<file path="src/rtl/mc_ctrl_if.sv">
// Control bundle between the multi-cycle controller and the datapath.
// mem_ready exists only when MC_CTRL_MEMWAIT_EN is defined.
interface mc_ctrl_if #(
  parameter int CNT_W = 32
);
  logic [5:0]       op;
  logic [5:0]       funct;
  logic             zero;
`ifdef MC_CTRL_MEMWAIT_EN
  logic             mem_ready;
`endif
  logic             pc_wr;
  logic             ir_wr;
  logic [1:0]       npc_op;
  logic [1:0]       extop;
  logic             alusrc;
  logic [1:0]       aluop;
  logic [1:0]       regdst;
  logic [1:0]       memtoreg;
  logic             reg_wr;
  logic             mem_wr;
  logic             illegal;
  logic [2:0]       state;
  logic [CNT_W-1:0] instr_cnt;

  // Controller side
  modport master (
    input  op, funct, zero,
`ifdef MC_CTRL_MEMWAIT_EN
    input  mem_ready,
`endif
    output pc_wr, ir_wr, npc_op, extop, alusrc, aluop, regdst, memtoreg,
    output reg_wr, mem_wr, illegal, state, instr_cnt
  );

  // Datapath side
  modport slave (
    output op, funct, zero,
`ifdef MC_CTRL_MEMWAIT_EN
    output mem_ready,
`endif
    input  pc_wr, ir_wr, npc_op, extop, alusrc, aluop, regdst, memtoreg,
    input  reg_wr, mem_wr, illegal, state, instr_cnt
  );
endinterface

</file>
<file path="src/rtl/mc_ctrl.sv">
// Multi-cycle MIPS-subset main controller: FETCH/DECODE/EXE/MEM/WB sequencing and datapath selects.
// Latency: j/jal/jr 2, beq 3, alu/lui/sw 4, lw 5 cycles; outputs are combinational from state/op/funct.
// Backpressure: with MC_CTRL_MEMWAIT_EN, mem_ready low stalls FETCH and MEM; otherwise never stalls.
module mc_ctrl #(
  parameter int CNT_W = 32
) (
  input  logic     clk,
  input  logic     reset,
  mc_ctrl_if.master bus
);

  localparam logic [5:0] OP_R   = 6'b000000;
  localparam logic [5:0] OP_ORI = 6'b001101;
  localparam logic [5:0] OP_LW  = 6'b100011;
  localparam logic [5:0] OP_SW  = 6'b101011;
  localparam logic [5:0] OP_BEQ = 6'b000100;
  localparam logic [5:0] OP_LUI = 6'b001111;
  localparam logic [5:0] OP_J   = 6'b000010;
  localparam logic [5:0] OP_JAL = 6'b000011;
  localparam logic [5:0] FN_ADDU = 6'b100001;
  localparam logic [5:0] FN_SUBU = 6'b100011;
  localparam logic [5:0] FN_JR   = 6'b001000;

  typedef enum logic [2:0] {
    FETCH  = 3'd0,
    DECODE = 3'd1,
    EXE    = 3'd2,
    MEM    = 3'd3,
    WB     = 3'd4
  } state_t;

  state_t           st, st_nxt;
  logic [CNT_W-1:0] cnt;
  logic             done;
  logic             mem_rdy;

  logic is_addu, is_subu, is_jr, is_ori, is_lw, is_sw, is_beq, is_lui, is_j, is_jal;
  logic is_ralu, legal;
  logic [1:0] ext_v, aluop_v;
  logic       alusrc_v;

  logic       pc_wr, ir_wr, reg_wr, mem_wr, illegal, alusrc;
  logic [1:0] npc_op, extop, aluop, regdst, memtoreg;

`ifdef MC_CTRL_MEMWAIT_EN
  assign mem_rdy = bus.mem_ready;
`else
  assign mem_rdy = 1'b1;
`endif

  assign is_addu = (bus.op == OP_R) && (bus.funct == FN_ADDU);
  assign is_subu = (bus.op == OP_R) && (bus.funct == FN_SUBU);
  assign is_jr   = (bus.op == OP_R) && (bus.funct == FN_JR);
  assign is_ori  = (bus.op == OP_ORI);
  assign is_lw   = (bus.op == OP_LW);
  assign is_sw   = (bus.op == OP_SW);
  assign is_beq  = (bus.op == OP_BEQ);
  assign is_lui  = (bus.op == OP_LUI);
  assign is_j    = (bus.op == OP_J);
  assign is_jal  = (bus.op == OP_JAL);
  assign is_ralu = is_addu | is_subu;
  assign legal   = is_ralu | is_jr | is_ori | is_lw | is_sw | is_beq | is_lui | is_j | is_jal;

  // Depends on op alone so the EXT output cannot glitch between DECODE and WB.
  assign ext_v = is_lui ? 2'b10 : ((is_lw | is_sw | is_beq) ? 2'b01 : 2'b00);

  always_comb begin
    aluop_v  = 2'b00;
    alusrc_v = 1'b0;
    if (is_subu || is_beq) aluop_v = 2'b01;
    if (is_ori || is_lui) begin
      aluop_v  = 2'b10;
      alusrc_v = 1'b1;
    end
    if (is_lw || is_sw) alusrc_v = 1'b1;
  end

  always_ff @(posedge clk) begin
    if (!reset) begin
      st  <= FETCH;
      cnt <= '0;
    end else begin
      st <= st_nxt;
      if (done) cnt <= cnt + 1'b1;
    end
  end

  always_comb begin
    st_nxt   = FETCH;
    done     = 1'b0;
    pc_wr    = 1'b0;
    ir_wr    = 1'b0;
    reg_wr   = 1'b0;
    mem_wr   = 1'b0;
    illegal  = 1'b0;
    alusrc   = 1'b0;
    npc_op   = 2'b00;
    extop    = 2'b00;
    aluop    = 2'b00;
    regdst   = 2'b00;
    memtoreg = 2'b00;
    case (st)
      FETCH: begin
        ir_wr  = mem_rdy;
        pc_wr  = mem_rdy;
        st_nxt = mem_rdy ? DECODE : FETCH;
      end
      DECODE: begin
        extop = ext_v;
        if (is_j || is_jal) begin
          pc_wr  = 1'b1;
          npc_op = 2'b10;
          done   = 1'b1;
          if (is_jal) begin
            reg_wr   = 1'b1;
            regdst   = 2'b10;
            memtoreg = 2'b10;
          end
        end else if (is_jr) begin
          pc_wr  = 1'b1;
          npc_op = 2'b11;
          done   = 1'b1;
        end else if (!legal) begin
          illegal = 1'b1;
        end else begin
          st_nxt = EXE;
        end
      end
      EXE: begin
        extop  = ext_v;
        aluop  = aluop_v;
        alusrc = alusrc_v;
        if (is_beq) begin
          npc_op = 2'b01;
          pc_wr  = bus.zero;
          done   = 1'b1;
        end else if (is_lw || is_sw) begin
          st_nxt = MEM;
        end else if (is_ralu || is_ori || is_lui) begin
          st_nxt = WB;
        end
      end
      MEM: begin
        extop  = ext_v;
        aluop  = aluop_v;
        alusrc = alusrc_v;
        if (is_sw) begin
          mem_wr = 1'b1;
          done   = mem_rdy;
          st_nxt = mem_rdy ? FETCH : MEM;
        end else if (is_lw) begin
          st_nxt = mem_rdy ? WB : MEM;
        end
      end
      WB: begin
        extop    = ext_v;
        aluop    = aluop_v;
        alusrc   = alusrc_v;
        reg_wr   = is_ralu | is_ori | is_lui | is_lw;
        regdst   = is_ralu ? 2'b01 : 2'b00;
        memtoreg = is_lw ? 2'b01 : 2'b00;
        done     = reg_wr;
      end
      default: st_nxt = FETCH;
    endcase
    // Reset abandons any in-flight instruction: nothing may be written.
    if (!reset) begin
      pc_wr    = 1'b0;
      ir_wr    = 1'b0;
      reg_wr   = 1'b0;
      mem_wr   = 1'b0;
      illegal  = 1'b0;
      alusrc   = 1'b0;
      npc_op   = 2'b00;
      extop    = 2'b00;
      aluop    = 2'b00;
      regdst   = 2'b00;
      memtoreg = 2'b00;
    end
  end

  assign bus.pc_wr     = pc_wr;
  assign bus.ir_wr     = ir_wr;
  assign bus.npc_op    = npc_op;
  assign bus.extop     = extop;
  assign bus.alusrc    = alusrc;
  assign bus.aluop     = aluop;
  assign bus.regdst    = regdst;
  assign bus.memtoreg  = memtoreg;
  assign bus.reg_wr    = reg_wr;
  assign bus.mem_wr    = mem_wr;
  assign bus.illegal   = illegal;
  assign bus.state     = st;
  assign bus.instr_cnt = cnt;

endmodule

</file>
<file path="src/flat_wrapper.sv">
// flat-port wrapper written by rule: the top's interface ports become plain ports
module mc_ctrl_flat 
#(
  parameter int CNT_W = 32
)
  (clk, reset, bus_op, bus_funct, bus_zero, bus_pc_wr, bus_ir_wr, bus_npc_op, bus_extop, bus_alusrc, bus_aluop, bus_regdst, bus_memtoreg, bus_reg_wr, bus_mem_wr, bus_illegal, bus_state, bus_instr_cnt);
  mc_ctrl_if #(.CNT_W(CNT_W)) bus_i ();
  input  logic clk;
  input  logic reset;
  input wire logic [$bits(bus_i.op)-1:0] bus_op;
  input wire logic [$bits(bus_i.funct)-1:0] bus_funct;
  input wire logic [$bits(bus_i.zero)-1:0] bus_zero;
  output wire logic [$bits(bus_i.pc_wr)-1:0] bus_pc_wr;
  output wire logic [$bits(bus_i.ir_wr)-1:0] bus_ir_wr;
  output wire logic [$bits(bus_i.npc_op)-1:0] bus_npc_op;
  output wire logic [$bits(bus_i.extop)-1:0] bus_extop;
  output wire logic [$bits(bus_i.alusrc)-1:0] bus_alusrc;
  output wire logic [$bits(bus_i.aluop)-1:0] bus_aluop;
  output wire logic [$bits(bus_i.regdst)-1:0] bus_regdst;
  output wire logic [$bits(bus_i.memtoreg)-1:0] bus_memtoreg;
  output wire logic [$bits(bus_i.reg_wr)-1:0] bus_reg_wr;
  output wire logic [$bits(bus_i.mem_wr)-1:0] bus_mem_wr;
  output wire logic [$bits(bus_i.illegal)-1:0] bus_illegal;
  output wire logic [$bits(bus_i.state)-1:0] bus_state;
  output wire logic [$bits(bus_i.instr_cnt)-1:0] bus_instr_cnt;
  assign bus_i.op = bus_op;
  assign bus_i.funct = bus_funct;
  assign bus_i.zero = bus_zero;
  assign bus_pc_wr = bus_i.pc_wr;
  assign bus_ir_wr = bus_i.ir_wr;
  assign bus_npc_op = bus_i.npc_op;
  assign bus_extop = bus_i.extop;
  assign bus_alusrc = bus_i.alusrc;
  assign bus_aluop = bus_i.aluop;
  assign bus_regdst = bus_i.regdst;
  assign bus_memtoreg = bus_i.memtoreg;
  assign bus_reg_wr = bus_i.reg_wr;
  assign bus_mem_wr = bus_i.mem_wr;
  assign bus_illegal = bus_i.illegal;
  assign bus_state = bus_i.state;
  assign bus_instr_cnt = bus_i.instr_cnt;
  mc_ctrl #(.CNT_W(CNT_W)) u_core (.clk(clk), .reset(reset), .bus(bus_i));
endmodule
</file>
<file path="config.mk">
export PLATFORM = sky130hd
export DESIGN_NAME = mc_ctrl_flat
export DESIGN_NICKNAME = d
export VERILOG_FILES = /design/src/rtl/mc_ctrl_if.sv /design/src/rtl/mc_ctrl.sv /design/src/flat_wrapper.sv
export SDC_FILE = /design/constraint.sdc
export NUM_CORES = 1
export LEC_CHECK = 0
export CAP_MARGIN = 0
export CORE_AREA = 5 5 79 81
export DETAILED_ROUTE_END_ITERATION = 6
export DIE_AREA = 0 0 84 86
export DONT_BUFFER_PORTS = 1
export PLACE_DENSITY = 0.58
export SYNTH_ARGS = -nofsm -noshare
export SYNTH_HDL_FRONTEND = slang
export SYNTH_SLANG_ARGS = --single-unit
export TNS_END_PERCENT = 30
</file>
<file path="constraint.sdc">
create_clock -name clk -period 3.3 [get_ports clk]
set_input_delay 0.99 -clock clk [delete_from_list [all_inputs] [get_ports clk]]
set_output_delay 0.99 -clock clk [all_outputs]
set_load 0.05 [all_outputs]
</file>
## Word level (Yosys, flattened, before mapping)

Cells that the tools add are included.

| word-level totals | value |
|---|---|
| input bits | 15 |
| output and inout bits | 51 |
| bits in registers | 35 |
| logic and storage cells | 99 |

| cells by class | value |
|---|---|
| equal/unequal tests | 14 |
| reductions and logical operators | 13 |
| bitwise gates (word level) | 14 |
| multiplexer cells | 55 |
| $add $sub $neg | 1 |

Operator list:

| operator | count |
|---|---|
| adder 32 x 1 -> 32 bit, second input constant | 1 |
| 2-to-1 mux 2 bit | 14 |
| 2-to-1 mux 1 bit | 27 |
| equality test 6 bit, second input constant | 4 |
| 2-to-1 mux 3 bit | 7 |
| equality test 6 x 4 -> 1 bit, second input constant | 3 |
| OR 1 bit | 14 |
| equality test 6 x 2 -> 1 bit, second input constant | 2 |
| one-hot mux 2 bit (2 select lines) | 3 |
| one-hot mux 3 bit (4 select lines) | 1 |
| equality test 3 x 2 -> 1 bit, second input constant | 2 |
| equality test 6 x 3 -> 1 bit, second input constant | 1 |
| logical NOT 6 bit | 1 |
| logical OR 1 bit | 6 |
| one-hot mux 1 bit (4 select lines) | 1 |
| OR reduction 4 bit | 1 |
| equality test 3 x 1 -> 1 bit, second input constant | 1 |
| equality test 3 bit, second input constant | 1 |
| logical AND 1 bit | 3 |
| logical NOT 3 bit | 1 |
| one-hot mux 1 bit (3 select lines) | 1 |
| OR reduction 3 bit | 1 |
| one-hot mux 1 bit (2 select lines) | 1 |

## Depth between registers and ports, before layout

| logic depth | value |
|---|---|
| word-level depth | 16 |
| mapped depth | 9 |
| mapped depth without buffers | 6 |

## Worst setup path before layout

OpenSTA, ideal clock, no wires.

| timing | value |
|---|---|
| path type | input port to output port |
| start | input port bus_op[3] |
| end | output port bus_reg_wr |
| slack | -1,105 ps |
| stages | 5 |
| buffers on the path | 1 |
| arrival time | 3,415 ps |
| data required time | 2,310 ps |
| path through | buf_6 -> nor2_1 -> nand2_1 -> nor4_1 -> a21o_1 |

| between the ends | value |
|---|---|
| cells in the longest elaborated chain, start to end | 8 |
| elaborated cells on any way between the ends | 17 |
| classes of those cells | eq/ne (5); mux (4); bitwise (4); reduce/logical (4) |

RTL lines:

| item | line | text |
|---|---|---|
| start, declared | flat_wrapper.sv:10 | `input wire logic [$bits(bus_i.op)-1:0] bus_op;` |
| logical NOT 6 bit | mc_ctrl.sv:51, mc_ctrl.sv:52 |  |
| logical AND 1 bit (on tied branches) | mc_ctrl.sv:51, mc_ctrl.sv:52 |  |
| OR 1 bit | mc_ctrl.sv:61 | `assign is_ralu = is_addu \| is_subu;` |
| OR 1 bit (3 in series) | mc_ctrl.sv:159 | `reg_wr = is_ralu \| is_ori \| is_lui \| is_lw;` |
| one-hot mux 1 bit (2 select lines) (*) | mc_ctrl.sv:102 | `case (st)` |
| 2-to-1 mux 1 bit (*) | mc_ctrl.sv:167 | `if (!reset) begin` |
| end, declared | flat_wrapper.sv:21 | `output wire logic [$bits(bus_i.reg_wr)-1:0] bus_reg_wr;` |

Every way passes the cells marked *; elsewhere a longest branch is shown, timed or not.

## Worst setup path after layout

| timing | value |
|---|---|
| start | input port bus_funct[0] |
| end | output port bus_pc_wr |

| between the ends | value |
|---|---|
| cells in the longest elaborated chain, start to end | 6 |

RTL lines:

| item | line | text |
|---|---|---|
| start, declared | flat_wrapper.sv:11 | `input wire logic [$bits(bus_i.funct)-1:0] bus_funct;` |
| equality test 6 x 4 -> 1 bit | mc_ctrl.sv:53 | `assign is_jr = (bus.op == OP_R) && (bus.funct == FN_JR);` |
| logical AND 1 bit | mc_ctrl.sv:53 |  |
| 2-to-1 mux 1 bit | mc_ctrl.sv:119 | `end else if (is_jr) begin` |
| 2-to-1 mux 1 bit | mc_ctrl.sv:110 | `if (is_j \|\| is_jal) begin` |
| one-hot mux 1 bit (3 select lines) | mc_ctrl.sv:102 |  |
| 2-to-1 mux 1 bit | mc_ctrl.sv:167 |  |
| end, declared | flat_wrapper.sv:13 | `output wire logic [$bits(bus_i.pc_wr)-1:0] bus_pc_wr;` |

No other way between the ends.

==> flow_summary.ini <==
[clocking]
cts.clk_slew.worst_paths_ns = 0.07
numCtsBuffers = 5
cts_hold_buf = 0
root_buffer = clkbuf_8
h-tree-depth = 2
clk_latency_ns = 0.28
cts_tree = done
clk_path_buf_depth = 2
clock_sinks = 35

[global_route]
antenna_found_initial = 0
grt.overflow.total = 0
grt_pass1_vias = 1993
grt_max_degree = 39
grtUsageTotal_pct = 16.40
grt_pass1_wl_um = 9791

[flow_run]
maxCapViolCount = 0

[place]
dp.final_hpwl_um = 4369
place_area_um2 = 2454
place_ws_ns = 0.1001
gp_congestion = 0.8966
port-buffer-count = 0

[synthesis]
yosysSeqAreaShare_pct = 33.59
syn_nets = 287
ys_warn_count = 0
synth-async-reset-ratio_pct = 0
ys_ff_latch = 35
netlist_area_um2 = 2086
avgSynthCellArea_um2 = 7.696
syn_inst = 271
ys.flop_type = dfxtp_1
yosysUniqueCellTypes = 46
synth_edf_count = 0

[sta]
rsz0062_at_grt = no
tightest_slew_ns = 1.106
layout_worst_path_cycle_share_pct = 95.75
hold_viol = 0
relSlewSlack_pct = 26.00
max_freq_mhz = 316.5
worst_slack_ns = 0.1404
period_minus_slack_ns = 3.160
fin_skew_ns = 0.006442
finalSetupViolCount = 0
slew_violations = 0

[setup_path]
critPathCaptureType = output pin
path_class = input pin to output pin
path_max_fanout = 3
worstPathArrival_ns = 2.17
r2r_slack_ns = 0.59
worst-r2r-cell-count = 6
worst_setup_path_start_kind = input pin
required_ns = 2.31

[hold_path]
worstHoldPathCells = 1
hp-class = flip-flop to flip-flop

[layout]
synthToLayoutAreaGrowth_pct = 21.84
layout_common_cells = dfxtp_1, nand2_1, a21oi_1
regArea_um2 = 700.7
diodes = 0
final_common_cell = dfxtp_1
multi_input_comb_area_um2 = 1345
layout-drive-gt1-share_pct = 18.00
design_area_um2 = 2541
fin_nets = 315
fillerInstances = 561

[route]
vias = 2164
detail_route.wl_per_cell_um = 15.80
drcViolationCount = 0
dr.pass1.iters = 4
vias_per_cell = 5.817
drt_iter0_drc = 109
final_antenna_net_count = 0
routed_wl_um = 5879

[floorplan]
dieWidth_um = 84
ios = 66
coreArea_um2 = 5405
dieArea_um2 = 7224
die_h_um = 86
row_count = 27
initial_core_util_pct = 38.59

[power_and_ir_drop]
leakage_nw = 0.8354
p_sw_share_pct = 24.87
power.internal_mw = 0.5920
peakVddDrop_mv = 0.1289
p_comb_share_pct = 7.9
switchingPower_mw = 0.1960
p_seq_share_pct = 54.0
powerDensity_nw_per_um2 = 310.1
clkPwrFrac_pct = 38.1

[outcome]
outcome = complete, no violations
critical path, stage by stage:
cell and delay, ns:
nor4b_1 0.37, a21oi_1 0.19, nor4_4 0.24, o21a_1 0.23, buf_12 0.15
Yosys cell counts, types with 2 or more instances:
cell      number  area (um2)
or3_1         16       100.1
nand4_1        6       37.54
buf_2          2       10.01
nor3b_1        2       15.01
dfxtp_1       35       700.7
o311ai_1       2       17.52
and4_1         4       35.03
nor3_1         6       30.03
and2_1         3       18.77
or4_1         14       105.1
buf_6          2       22.52
nand2b_1       5       31.28
nor2_1        18       67.56
a211oi_1       2       15.01
and3_1         3       18.77
nor4_2         2       25.02
o31ai_1       12       90.09
clkbuf_1       8       30.03
nand2_1       33       123.9
nor2b_1        2       12.51
nor4_1         5       31.28
a21oi_1       31       155.2
o21ai_0       16       80.08
nand3_1       13       65.06
xor2_1         2       17.52
o21a_1         3       22.52
inv_1          5       18.77
sequential cells by signal, indices dropped and copies added, names as in the netlist:
name / count
u_core.bus.instr_cnt: 32
u_core.bus.state: 3
layout make-up:
cell class,instances,share of cell area (%)
clock inverter,1,0.1969
inverter,5,0.7386
tap,72,3.545
sequential,35,27.57
multi-input combinational,218,52.93
timing repair buffer,34,12.01
clock buffer,7,3.003
through the flow:
step	hold WS [ns]	instances	util (%)	power [mW]	TNS, ns
floorplan	0.6896	271	-	0.4844	-1.552
CTS	0.5606	372	46.90	0.7949	0
global route	0.5887	372	47.01	0.8213	0
global placement	0.5459	364	45.39	0.4970	0
finish	0.5565	372	47.01	0.7880	0
detailed placement	0.5516	364	45.39	0.4971	0
power groups by stage:
stage	Clock [mW]	Combinational (mW)	Sequential, mW
2_1_floorplan	0	0.0461	0.438
3_3_place_gp	0	0.0617	0.435
3_5_place_dp	0	0.0618	0.435
4_1_cts	0.307	0.0620	0.426
5_1_grt	0.329	0.0666	0.426
6_report	0.300	0.0619	0.426
logic make-up (layout without fill, tap and decap cells):
group	after synthesis	count (layout)	synth area share, %
XOR/XNOR	3	3	1.260
buffers and inverters	18	47	4.259
multiplexers	1	1	0.4799
flip-flops	35	35	33.59
AO/OA/AOI/OAI	75	75	22.38
AND/OR/NAND/NOR	138	138	37.43
adder cells (fa/ha/maj)	1	1	0.5998
path summary, 6_finish.rpt:
| check | endpoint | from |
|---|---|---|
| worst min-delay path | u_core.bus.state[0] | u_core.bus.state[1] |
| worst min register to register | u_core.bus.state[0] | u_core.bus.state[1] |
| worst max register to register | u_core.bus.instr_cnt[31] | u_core.bus.instr_cnt[5] |
| worst max-delay path | bus_pc_wr | bus_funct[0] |
repair_timing:
action | in CTS | in global routing
gates resized for setup | 0 | 1
setup endpoints to repair | 0 | 1
buffers inserted | 0 | 0
metal layers:
layer	track usage [%]	vias to the layer above	part of all wire, %
met1	19.70	997	42
met3	6.532	6	8.9
met2	27.04	75	48
met4	4.971	0	0.85
met5	0	-	0
li1	-	1086	-
Note: power is estimated with default switching activity, not from simulation.
